`config.mk`:
```
export PLATFORM = sky130hd
export DESIGN_NAME = mips_fetch_stage
export DESIGN_NICKNAME = d
export VERILOG_FILES = /design/src/rtl/mips_fetch_stage.sv
export SDC_FILE = /design/constraint.sdc
export NUM_CORES = 1
export LEC_CHECK = 0
export CAP_MARGIN = 20
export CORE_AREA = 2 2 118 120
export DETAILED_ROUTE_END_ITERATION = 8
export DIE_AREA = 0 0 120 122
export PLACE_DENSITY_LB_ADDON = 0.15
export SYNTH_ARGS = -nofsm -noshare
export SYNTH_HDL_FRONTEND = slang
export SYNTH_SLANG_ARGS = --single-unit
```
`constraint.sdc`:
```
create_clock -name clk -period 3.2 [get_ports clk]
set_input_delay 0.64 -clock clk [delete_from_list [all_inputs] [get_ports clk]]
set_output_delay 0.64 -clock clk [all_outputs]
set_load 0.1 [all_outputs]
```
`src/rtl/mips_fetch_stage.sv`:
```
// Instruction-fetch stage: owns the PC, drives the instruction RAM address,
// issues fetched words downstream and handles branch/jump redirection with a
// single delay slot, halt on a jump to HALT_ADDR and misaligned-target faults.
module mips_fetch_stage #(
  parameter logic [31:0] RESET_VECTOR = 32'hBFC00000,
  parameter logic [31:0] HALT_ADDR    = 32'h00000000
) (
  input  logic        clk,
  input  logic        reset,
  input  logic        clk_enable,
  output logic [31:0] instr_address,
  input  logic [31:0] instr_readdata,
  input  logic        branch_req,
  input  logic [31:0] branch_target,
  output logic [31:0] instr_out,
  output logic [31:0] pc_out,
  output logic [31:0] link_addr,
  output logic        instr_valid,
  output logic        in_delay_slot,
  output logic        active,
  output logic        addr_error,
  output logic [31:0] fetch_count
);

  typedef enum logic [1:0] {
    RUN    = 2'd0,
    DELAY  = 2'd1,
    HALTED = 2'd2,
    FAULT  = 2'd3
  } state_t;

  state_t      state;
  logic [31:0] pc;
  logic [31:0] pending_target;
  logic        issuing;

  // An instruction issues only on an enabled cycle while the core is running.
  assign issuing       = (state == RUN) || (state == DELAY);
  assign instr_valid   = clk_enable & issuing;
  assign instr_address = pc;
  assign instr_out     = instr_valid ? instr_readdata : '0;
  assign pc_out        = pc;
  assign link_addr     = pc + 32'd8;
  assign in_delay_slot = (state == DELAY);

  // PC sequencing, redirect/delay-slot control, fault/halt and issue counting.
  always_ff @(posedge clk) begin
    if (reset) begin
      state          <= RUN;
      pc             <= RESET_VECTOR;
      pending_target <= '0;
      active         <= 1'b1;
      addr_error     <= 1'b0;
      fetch_count    <= '0;
    end else if (clk_enable) begin
      if (issuing && (fetch_count != '1)) begin
        fetch_count <= fetch_count + 32'd1;
      end
      case (state)
        RUN: begin
          if (branch_req) begin
            if (branch_target[1:0] != 2'b00) begin
              state      <= FAULT;
              addr_error <= 1'b1;
              active     <= 1'b0;
            end else begin
              pending_target <= branch_target;
              pc             <= pc + 32'd4;
              state          <= DELAY;
            end
          end else begin
            pc <= pc + 32'd4;
          end
        end
        DELAY: begin
          // Redirect requests arriving with the delay-slot word are ignored.
          if (pending_target == HALT_ADDR) begin
            pc     <= HALT_ADDR;
            state  <= HALTED;
            active <= 1'b0;
          end else begin
            pc    <= pending_target;
            state <= RUN;
          end
        end
        default: begin
        end
      endcase
    end
  end

endmodule

```
* After elaboration in Yosys (flattened, before gate mapping)
Cells that the tools add are included.
Word-level totals: output and inout bits 164, register bits 100, input port bits 68
Cells by class: bitwise operators 2, eq/ne operators 6, mux-type cells 13, reduce and logical (&&, ||, !) cells 12, add/sub/neg operators 3
Operators with widths (number):
- 32-bit 2-to-1 mux | 4
- 32-bit case mux with 2 select lines | 1
- 32-bit by 1-bit adder with 32-bit output (second input constant) | 1
- 32-bit by 3-bit adder with 32-bit output (second input constant) | 1
- 32-bit by 4-bit adder with 32-bit output (second input constant) | 1
- 32-bit logical NOT | 1
- 32-bit != test (second input constant) | 1
- 4-bit AND reduction | 2
- 2-bit 2-to-1 mux | 3
- 3-bit AND reduction | 2
- 5-bit AND reduction | 1
- 2-bit by 1-bit != test with 1-bit output (second input constant) | 2
- 2-bit case mux with 2 select lines | 1
- 2-bit nonzero test | 2
- 1-bit 2-to-1 mux | 3
- 3-bit != test (second input constant) | 1
- 2-bit by 1-bit == test with 1-bit output (second input constant) | 1
- 2-bit logical NOT | 1
- 2-bit != test (second input constant) | 1
- 1-bit case mux with 2 select lines | 1
- 2-bit AND reduction | 1
- 1-bit AND | 1
- 1-bit logical AND | 1
- 1-bit logical OR | 1
- 1-bit inverter | 1

* Depth between registers and ports, before layout
Gate-level depths: netlist of run 1.
word-level depth 4, mapped depth 9, gate-level depth less buffers 6

* Worst setup path before layout of run 1
Ideal clock, no wire load.
path kind flip-flop to output port, start point register pc[4], in the netlist instr_address[4], end point output link_addr[29], data arrival time 4.048 ns, setup slack -1.488 ns, stages on the path, launching flop included 7, required time 2.560 ns, cell sequence dfxtp_1 -> ha_1 -> nand3_1 -> or4_1 -> nor2b_1 -> nand2_1 -> xnor2_1
Between the ends: longest elaborated chain between the ends 1
RTL lines:
- from (decl) | line 33 | logic [31:0] pc;
- from (signal assigned) | line 68 | pc <= pc + 32'd4;
- from (signal assigned) | line 72 | pc <= pc + 32'd4;
- from (signal assigned) | line 82 | pc <= pending_target;
- 32-bit by 4-bit adder with 32-bit output | line 43 | assign link_addr = pc + 32'd8;
- to (decl) | line 17 | output logic [31:0] link_addr,
No other way between the ends.

* Worst setup path after layout of run 1
start point register pc[13], in the netlist instr_address[13], end point output link_addr[24]
Same word-level chain as after synthesis.

==> run summary, run 1 <==
* **number of detailed-route iterations in the first pass** 5
* **Final Slew Violations** 0
* **type of the worst setup path** register to output port
* **count of inserted antenna diode cells** 0
* **first-pass GRT wire length** 31130 um
* **Synth top cells by count** nand2_1, dfxtp_1, a21oi_1
* **Clock Tree Buf Depth** 2
* **cell row count** 43
* **reg2reg end** fetch_count[30]$_SDFFE_PP0P_
* **Worst EP arrival** 2.45 ns
* **reg-to-reg startpoint** fetch_count[0]$_SDFFE_PP0P_
* **cts-stage hold buffer count** 0
* **cell count after placement** 1121
* **final worst-path cycle share** 0.9651
* **RSZ-0062 raised after global routing** yes
* **antenna violations before repair** 0
* **netlist area before placement** 5791 um2
* **register area share after synthesis** 0.3457
* **Buf+Inv Stages, Crit Path** 1
* **remaining global-route overflow** 0
* **clock tree from TritonCTS** yes
* **crit end category** output port
* **Mapped Avg Cell Area** 7.472 um2
* **number of distinct library cells after synthesis** 53
* **fin crit period** 3.088 ns
* **number of primary I/O pins** 232
* **maximum clock skew at final layout** 0.006809 ns
* **estimated wirelength of the detail-placed design** 15250 um
* **number of instances on the worst hold path** 2
* **Synth top area share** 0.3457
* **dominant register cell in the synthesized netlist** dfxtp_1
* **Die ar.** 14640 um2
* **most area-hungry cell type in the Yosys netlist** dfxtp_1
* **worst reg2reg setup slack** 0.62 ns
* **clock network latency to the later pin of the worst-skew pair** 0.34 ns
* **setup TNS after final layout** 0 ns
* **maximum VDD drop** 0.3762 mV
* **vias** 6406
* **clock sink total** 100
* **worst reg-to-reg path cell count** 6
* **number of enable-type register cells in the synthesized netlist** 0
* **Avg WL per Cell** 17.33 um
* **post-CTS clock slew at the launch and capture registers of the worst setup and hold paths** 0.07 ns
* **Crit Path Max Fanout** 9
* **number of routed nets with antenna violations** 0
* **remaining max-slew budget at the tightest pin** 0.5334
* **final routed wirelength across all metal layers** 19720 um
* **pin count of the biggest net entering global routing** 34
* **top achievable clock speed** 323.8 MHz
* **detail-routed via count per cell** 5.629
* **post-route non-filler standard cell count** 1138
* **start point of the worst hold path** addr_error$_SDFFE_PP0P_
* **Inserted Clock Buffers** 9
* **stages on the worst setup path** 5
* **sum of internal, switching and leakage power** 3.728 mW
* **nets@finish** 1024
* **horizontal die dimension** 120 um
* **standard cell with the maximum stage delay on the critical path** or4_1
* **result of the run** complete, no violations
* **Detailed Route Iter0 Violations** 558
* **number of flip-flops and latches in the synthesized netlist** 100
* **starting utilization of the core area** 0.4288
* **placement-stage cell area** 8716 um2
* **top cells by area, synth** dfxtp_1, nand2_1, a21oi_1
* **crit path launch type** register
* **family with the most delay on the worst path** simple AND/OR/NAND/NOR gates
* **count of fill cells added during filler insertion** 1088
* **Final GP Congestion** 0.8908
* **most instantiated library cell after synthesis** nand2_1
* **number of design rule violations left after detail routing** 0
* **share of layout cells above drive strength 1** 0.2923
* **height of the die** 122 um
* **async set or reset register ratio after synthesis** 0
* **Synth Instances** 775
* **count of final hold-check violations** 0
* **total of max-cap violations** 0
* **final design area excluding fillers** 9061 um2
* **Post-Syn Nets** 846
* **# port buffers** 231
* **number of global-route vias before repair** 6074
* **global-route total usage across every layer** 0.2644
* **area delta synth->final** 56.48%
* **delay of the slowest cell on the worst path** 0.75 ns
* **H-Tree Depth** 3
* **Hold/Removal Path Class** register to register
* **critical-path cell list** nand4_1 > or4_1 > nor2_1 > xor2_4 > buf_12
* **hold endpoint** addr_error$_SDFFE_PP0P_
* **pwr dens** 411.5 nW/um2
* **LEAKAGE** 3.433 nW
* **CTS root buffer** clkbuf_16
* **Worst Tran Pin Value** 0.6934 ns
* **count of endpoints failing setup in the final report** 0
* **Std-Cell Core Area** 13500 um2
* **number of synthesis warnings** 0
* **CP required** 2.56 ns
==> sequential cells by signal, indices dropped and copies added (netlist names) <==
name and cells:
active 1, pending_target 32, fetch_count 32, state 2, instr_address 32, addr_error 1
==> how the worst max path moves through the flow <==
stage / start / end / slack, ns
6_report: instr_address[13]$_SDFFE_PP0P_ / link_addr[24] / 0.11
5_1_grt: instr_address[7]$_SDFFE_PP0P_ / link_addr[20] / -0.02
4_1_cts: instr_address[20]$_SDFFE_PP0P_ / link_addr[30] / 0.05
3_5_place_dp: clk_enable / fetch_count[30]$_SDFFE_PP0P_ / 0.23
3_3_place_gp: clk_enable / fetch_count[30]$_SDFFE_PP0P_ / 0.26
2_1_floorplan: instr_address[8]$_SDFFE_PP0P_ / link_addr[27] / -0.22
==> report_power, final <==
group | internal [mW] | switching (mW) | total, mW
Combinational | 0.383 | 0.864 | 1.25
Sequential | 1.27 | 0.0691 | 1.34
Clock | 0.675 | 0.465 | 1.14
==> placed cells by master (no fill, tap or decap), drive strengths merged, types with 3 or more instances in the layout <==
cell	count
ha	3
or3	16
a211oi	10
o2111ai	3
inv	7
nor3	21
buf	193
a22oi	5
nand3b	3
o211ai	5
nor2b	7
and3	7
nor3b	6
nor2	62
and4	4
a21o	3
xnor2	12
or4	14
a21oi	67
nand2b	3
nor4	20
and2	34
o21ai	32
a221oi	12
o31ai	10
xor2	29
clkdlybuf4s50	66
clkbuf	13
nand3	41
a31oi	6
dfxtp	100
o22ai	3
nand4	18
nand2	104
==> per-layer routing <==
layer  routed length (um)  global-route usage  vias to the layer above
met5                    0                   0                        -
met4                  302             0.08015                        0
met3                 1624             0.07163                       26
met2                 9917              0.4428                      307
met1                 7872              0.3329                     3000
li1                     -                   -                     3073
==> worst min-delay path, stage by stage, from the launching register on <==
cell,delay [ns]
dfxtp_1,0.32
inv_1,0.05
a21oi_1,0.05
==> kinds of logic (layout without fill, tap and decap cells) <==
kind of cell,after synthesis,after routing,share of synthesized area
simple gates,365,365,0.3198
compound gates,164,164,0.1731
flops,100,100,0.3457
buf+inv,99,282,0.08729
xor+xnor,41,41,0.06201
fa+ha+maj,3,3,0.006483
mux,3,3,0.005618
==> final cells by class <==
| type | count | area (um2) | area share |
|---|---|---|---|
| Sequential cell | 100 | 2071 | 0.2285 |
| Inverter | 7 | 26.28 | 0.002900 |
| Clock buffer | 13 | 271.5 | 0.02996 |
| Timing Repair Buffer | 259 | 2770 | 0.3057 |
| Clock inverter | 3 | 41.29 | 0.004557 |
| Tap cell | 180 | 225.2 | 0.02486 |
| Multi-Input combinational cell | 576 | 3656 | 0.4035 |
==> metrics by stage <==
stage / util / setup WS, ns / hold slack [ns]
final: 0.6710 / 0.1115 / 0.4632
after global routing: 0.6710 / -0.02019 / 0.4954
after CTS: 0.6696 / 0.05490 / 0.4708
after detailed placement: 0.6454 / 0.2304 / 0.4541
after global placement: 0.6454 / 0.2607 / 0.4400
after floorplan: - / -0.2152 / 0.4401
==> timing repair <==
action / 4_1_cts / 5_1_grt
pin swaps: 0 / 3
resized for setup: 2 / 4
setup endpoints to repair: 2 / 5
buffers inserted: 0 / 1
Note: power is estimated with default switching activity, not from simulation.
==> inputs of run 2 (changes only) <==
CORE_AREA = 2 2 142 144   (was 2 2 118 120)
DIE_AREA = 0 0 144 146   (was 0 0 120 122)
==> run 2 against run 1 <==
Worst setup slack got worse by 0.031 ns. Die area rose by 44%. Global-route usage fell by 7.8 points. Routed wire length rose by 1.8%. Sequential share of layout area fell by 0.39 points. Clock-buffer cell count fell by 4. Clock skew rose by 0.0031 ns. Utilization fell by 19 points. Critical path depth did not move. Final cell count rose by 7.7%. Sequential power barely moved. Maximum frequency fell by 1.0%. Critical endpoint unchanged.
==> run summary, run 2 (same netlist as run 1, synthesis figures left out) <==
* **pwr dens** 412.0 nW/um2, +0.13%
* **standard cell with the maximum stage delay on the critical path** or4_1
* **# port buffers** 231, unchanged
* **maximum VDD drop** 0.2539 mV, -33%
* **H-Tree Depth** 3, unchanged
* **number of design rule violations left after detail routing** 0, unchanged
* **CTS root buffer** clkbuf_16
* **number of global-route vias before repair** 5897, -2.9%
* **post-CTS clock slew at the launch and capture registers of the worst setup and hold paths** 0.07 ns, about the same
* **cell count after placement** 1208, +7.8%
* **final routed wirelength across all metal layers** 20080 um, +1.8%
* **Worst Hold Margin** 0.4505 ns, -0.01266 ns
* **delay of the slowest cell on the worst path** 0.75 ns, about the same
* **remaining global-route overflow** 0, unchanged
* **clock tree from TritonCTS** yes
* **share of layout cells above drive strength 1** 0.2917, -0.0006089
* **number of routed nets with antenna violations** 0, unchanged
* **Final Slew Violations** 0, unchanged
* **Hold/Removal Path Class** register to register
* **Inserted Clock Buffers** 9, unchanged
* **reg2reg end** fetch_count[30]$_SDFFE_PP0P_
* **sum of internal, switching and leakage power** 3.799 mW, +1.9%
* **starting utilization of the core area** 0.2995, -0.1293
* **remaining max-slew budget at the tightest pin** 0.4451, -0.08838
* **hold endpoint** addr_error$_SDFFE_PP0P_
* **LEAKAGE** 3.460 nW, +0.78%
* **crit path launch type** register
* **clock network latency to the later pin of the worst-skew pair** 0.35 ns, about the same
* **number of detailed-route iterations in the first pass** 7, +2
* **antenna violations before repair** 5, +5
* **pin count of the biggest net entering global routing** 44, +29%
* **reg-to-reg startpoint** fetch_count[3]$_SDFFE_PP0P_
* **Die ar.** 21020 um2, +44%
* **detail-routed via count per cell** 5.122, -9.0%
* **count of endpoints failing setup in the final report** 0, unchanged
* **first-pass GRT wire length** 31490 um, +1.2%
* **most frequent standard cell in the layout excluding fill and tap cells** buf_4
* **top achievable clock speed** 320.5 MHz, -1.0%
* **post-route non-filler standard cell count** 1226, +7.7%
* **start point of the worst hold path** addr_error$_SDFFE_PP0P_
* **nets@finish** 1026, +0.20%
* **horizontal die dimension** 144 um, +20%
* **Std-Cell Core Area** 19330 um2, +43%
* **Worst Tran Pin Value** 0.8324 ns, +0.1390 ns
* **worst reg-to-reg path cell count** 5, -1
* **maximum clock skew at final layout** 0.009927 ns, +0.003118 ns
* **family with the most delay on the worst path** simple AND/OR/NAND/NOR gates
* **type of the worst setup path** register to output port
* **final worst-path cycle share** 0.9749, +0.009748
* **Final GP Congestion** 0.7965, -11%
* **CP required** 2.56 ns, about the same
* **Buf+Inv Stages, Crit Path** 1, unchanged
* **critical-path cell list** nand4_1 > or4_1 > nor2_1 > xor2_4 > buf_12
* **cell row count** 51, +19%
* **count of fill cells added during filler insertion** 1915, +76%
* **clock sink total** 100, unchanged
* **Clock Tree Buf Depth** 2, unchanged
* **Detailed Route Iter0 Violations** 321, -42%
* **number of instances on the worst hold path** 2, unchanged
* **Avg WL per Cell** 16.38 um, -5.5%
* **most used cells in the layout excluding fill and tap cells** buf_4, nand2_1, dfxtp_1
* **worst reg2reg setup slack** 0.68 ns, +0.06 ns
* **Crit Path Max Fanout** 11, +2
* **fin crit period** 3.120 ns, +0.03119 ns
* **area delta synth->final** 59.23%
* **result of the run** complete, no violations
* **crit end category** output port
* **total of max-cap violations** 0, unchanged
* **number of primary I/O pins** 232, unchanged
* **vias** 6279, -2.0%
* **count of final hold-check violations** 0, unchanged
* **RSZ-0062 raised after global routing** yes
* **estimated wirelength of the detail-placed design** 15270 um, +0.15%
* **Worst EP arrival** 2.48 ns, +0.03 ns
* **height of the die** 146 um, +20%
* **global-route total usage across every layer** 0.1862, -0.07820
run 2: layer usage:
metal	vias up	share of wire	track usage
li1	3088	-	-
met1	2918	0.43	0.2430
met2	241	0.47	0.3043
met3	26	0.081	0.05397
met4	6	0.014	0.04069
met5	-	0.0023	0
run 2: worst max-delay path by stage:
stage / end / cells past startpoint / from / slack [ns]
6_report: link_addr[24] / 5 / instr_address[10]$_SDFFE_PP0P_ / 0.08
5_1_grt: link_addr[20] / 6 / instr_address[5]$_SDFFE_PP0P_ / -0.07
4_1_cts: link_addr[29] / 7 / instr_address[4]$_SDFFE_PP0P_ / 0.05
3_5_place_dp: fetch_count[30]$_SDFFE_PP0P_ / 6 / clk_enable / 0.23
3_3_place_gp: fetch_count[30]$_SDFFE_PP0P_ / 6 / clk_enable / 0.25
2_1_floorplan: link_addr[27] / 5 / instr_address[8]$_SDFFE_PP0P_ / -0.22
run 2: worst reg2reg max path: stages, from the launching register on:
cell	delay [ns]
dfxtp_1	0.48
nand4_2	0.20
or3_4	0.47
or4b_1	0.64
or4_1	0.51
a21oi_1	0.15
run 2: metrics by stage:
stage,util,TNS [ns],worst slack [ns],area (um2)
global placement,0.4590,0,0.2527,8875
global route,0.4767,-0.1812,-0.07119,9218
detailed placement,0.4590,0,0.2321,8875
finish,0.4769,0,0.08034,9220
CTS,0.4756,0,0.04938,9196
floorplan,-,-1.279,-0.2152,6216
run 2: cell type report:
| cell class | count | area [um2] | area share |
|---|---|---|---|
| Tap cell | 265 | 331.6 | 0.03596 |
| Timing Repair Buffer | 261 | 2823 | 0.3061 |
| Antenna cell | 1 | 2.502 | 0.0002714 |
| Inverter | 7 | 26.28 | 0.002850 |
| Clock buffer | 9 | 225.2 | 0.02443 |
| Multi-Input combinational cell | 576 | 3645 | 0.3953 |
| Sequential cell | 100 | 2071 | 0.2246 |
| Clock inverter | 7 | 96.34 | 0.01045 |
run 2: power by group:
part           switching, mW  leakage, nW  internal, mW
Combinational          0.861         2.48         0.387
Clock                  0.519        0.161         0.692
Sequential            0.0694        0.822          1.27
Total                   1.45         3.46          2.35
run 2: what timing repair did:
action	in CTS	in global routing
hold buffers	0	0
hold endpoints to repair	0	0
buffers inserted	0	1
gates resized for setup	0	2
setup endpoints to repair	0	5
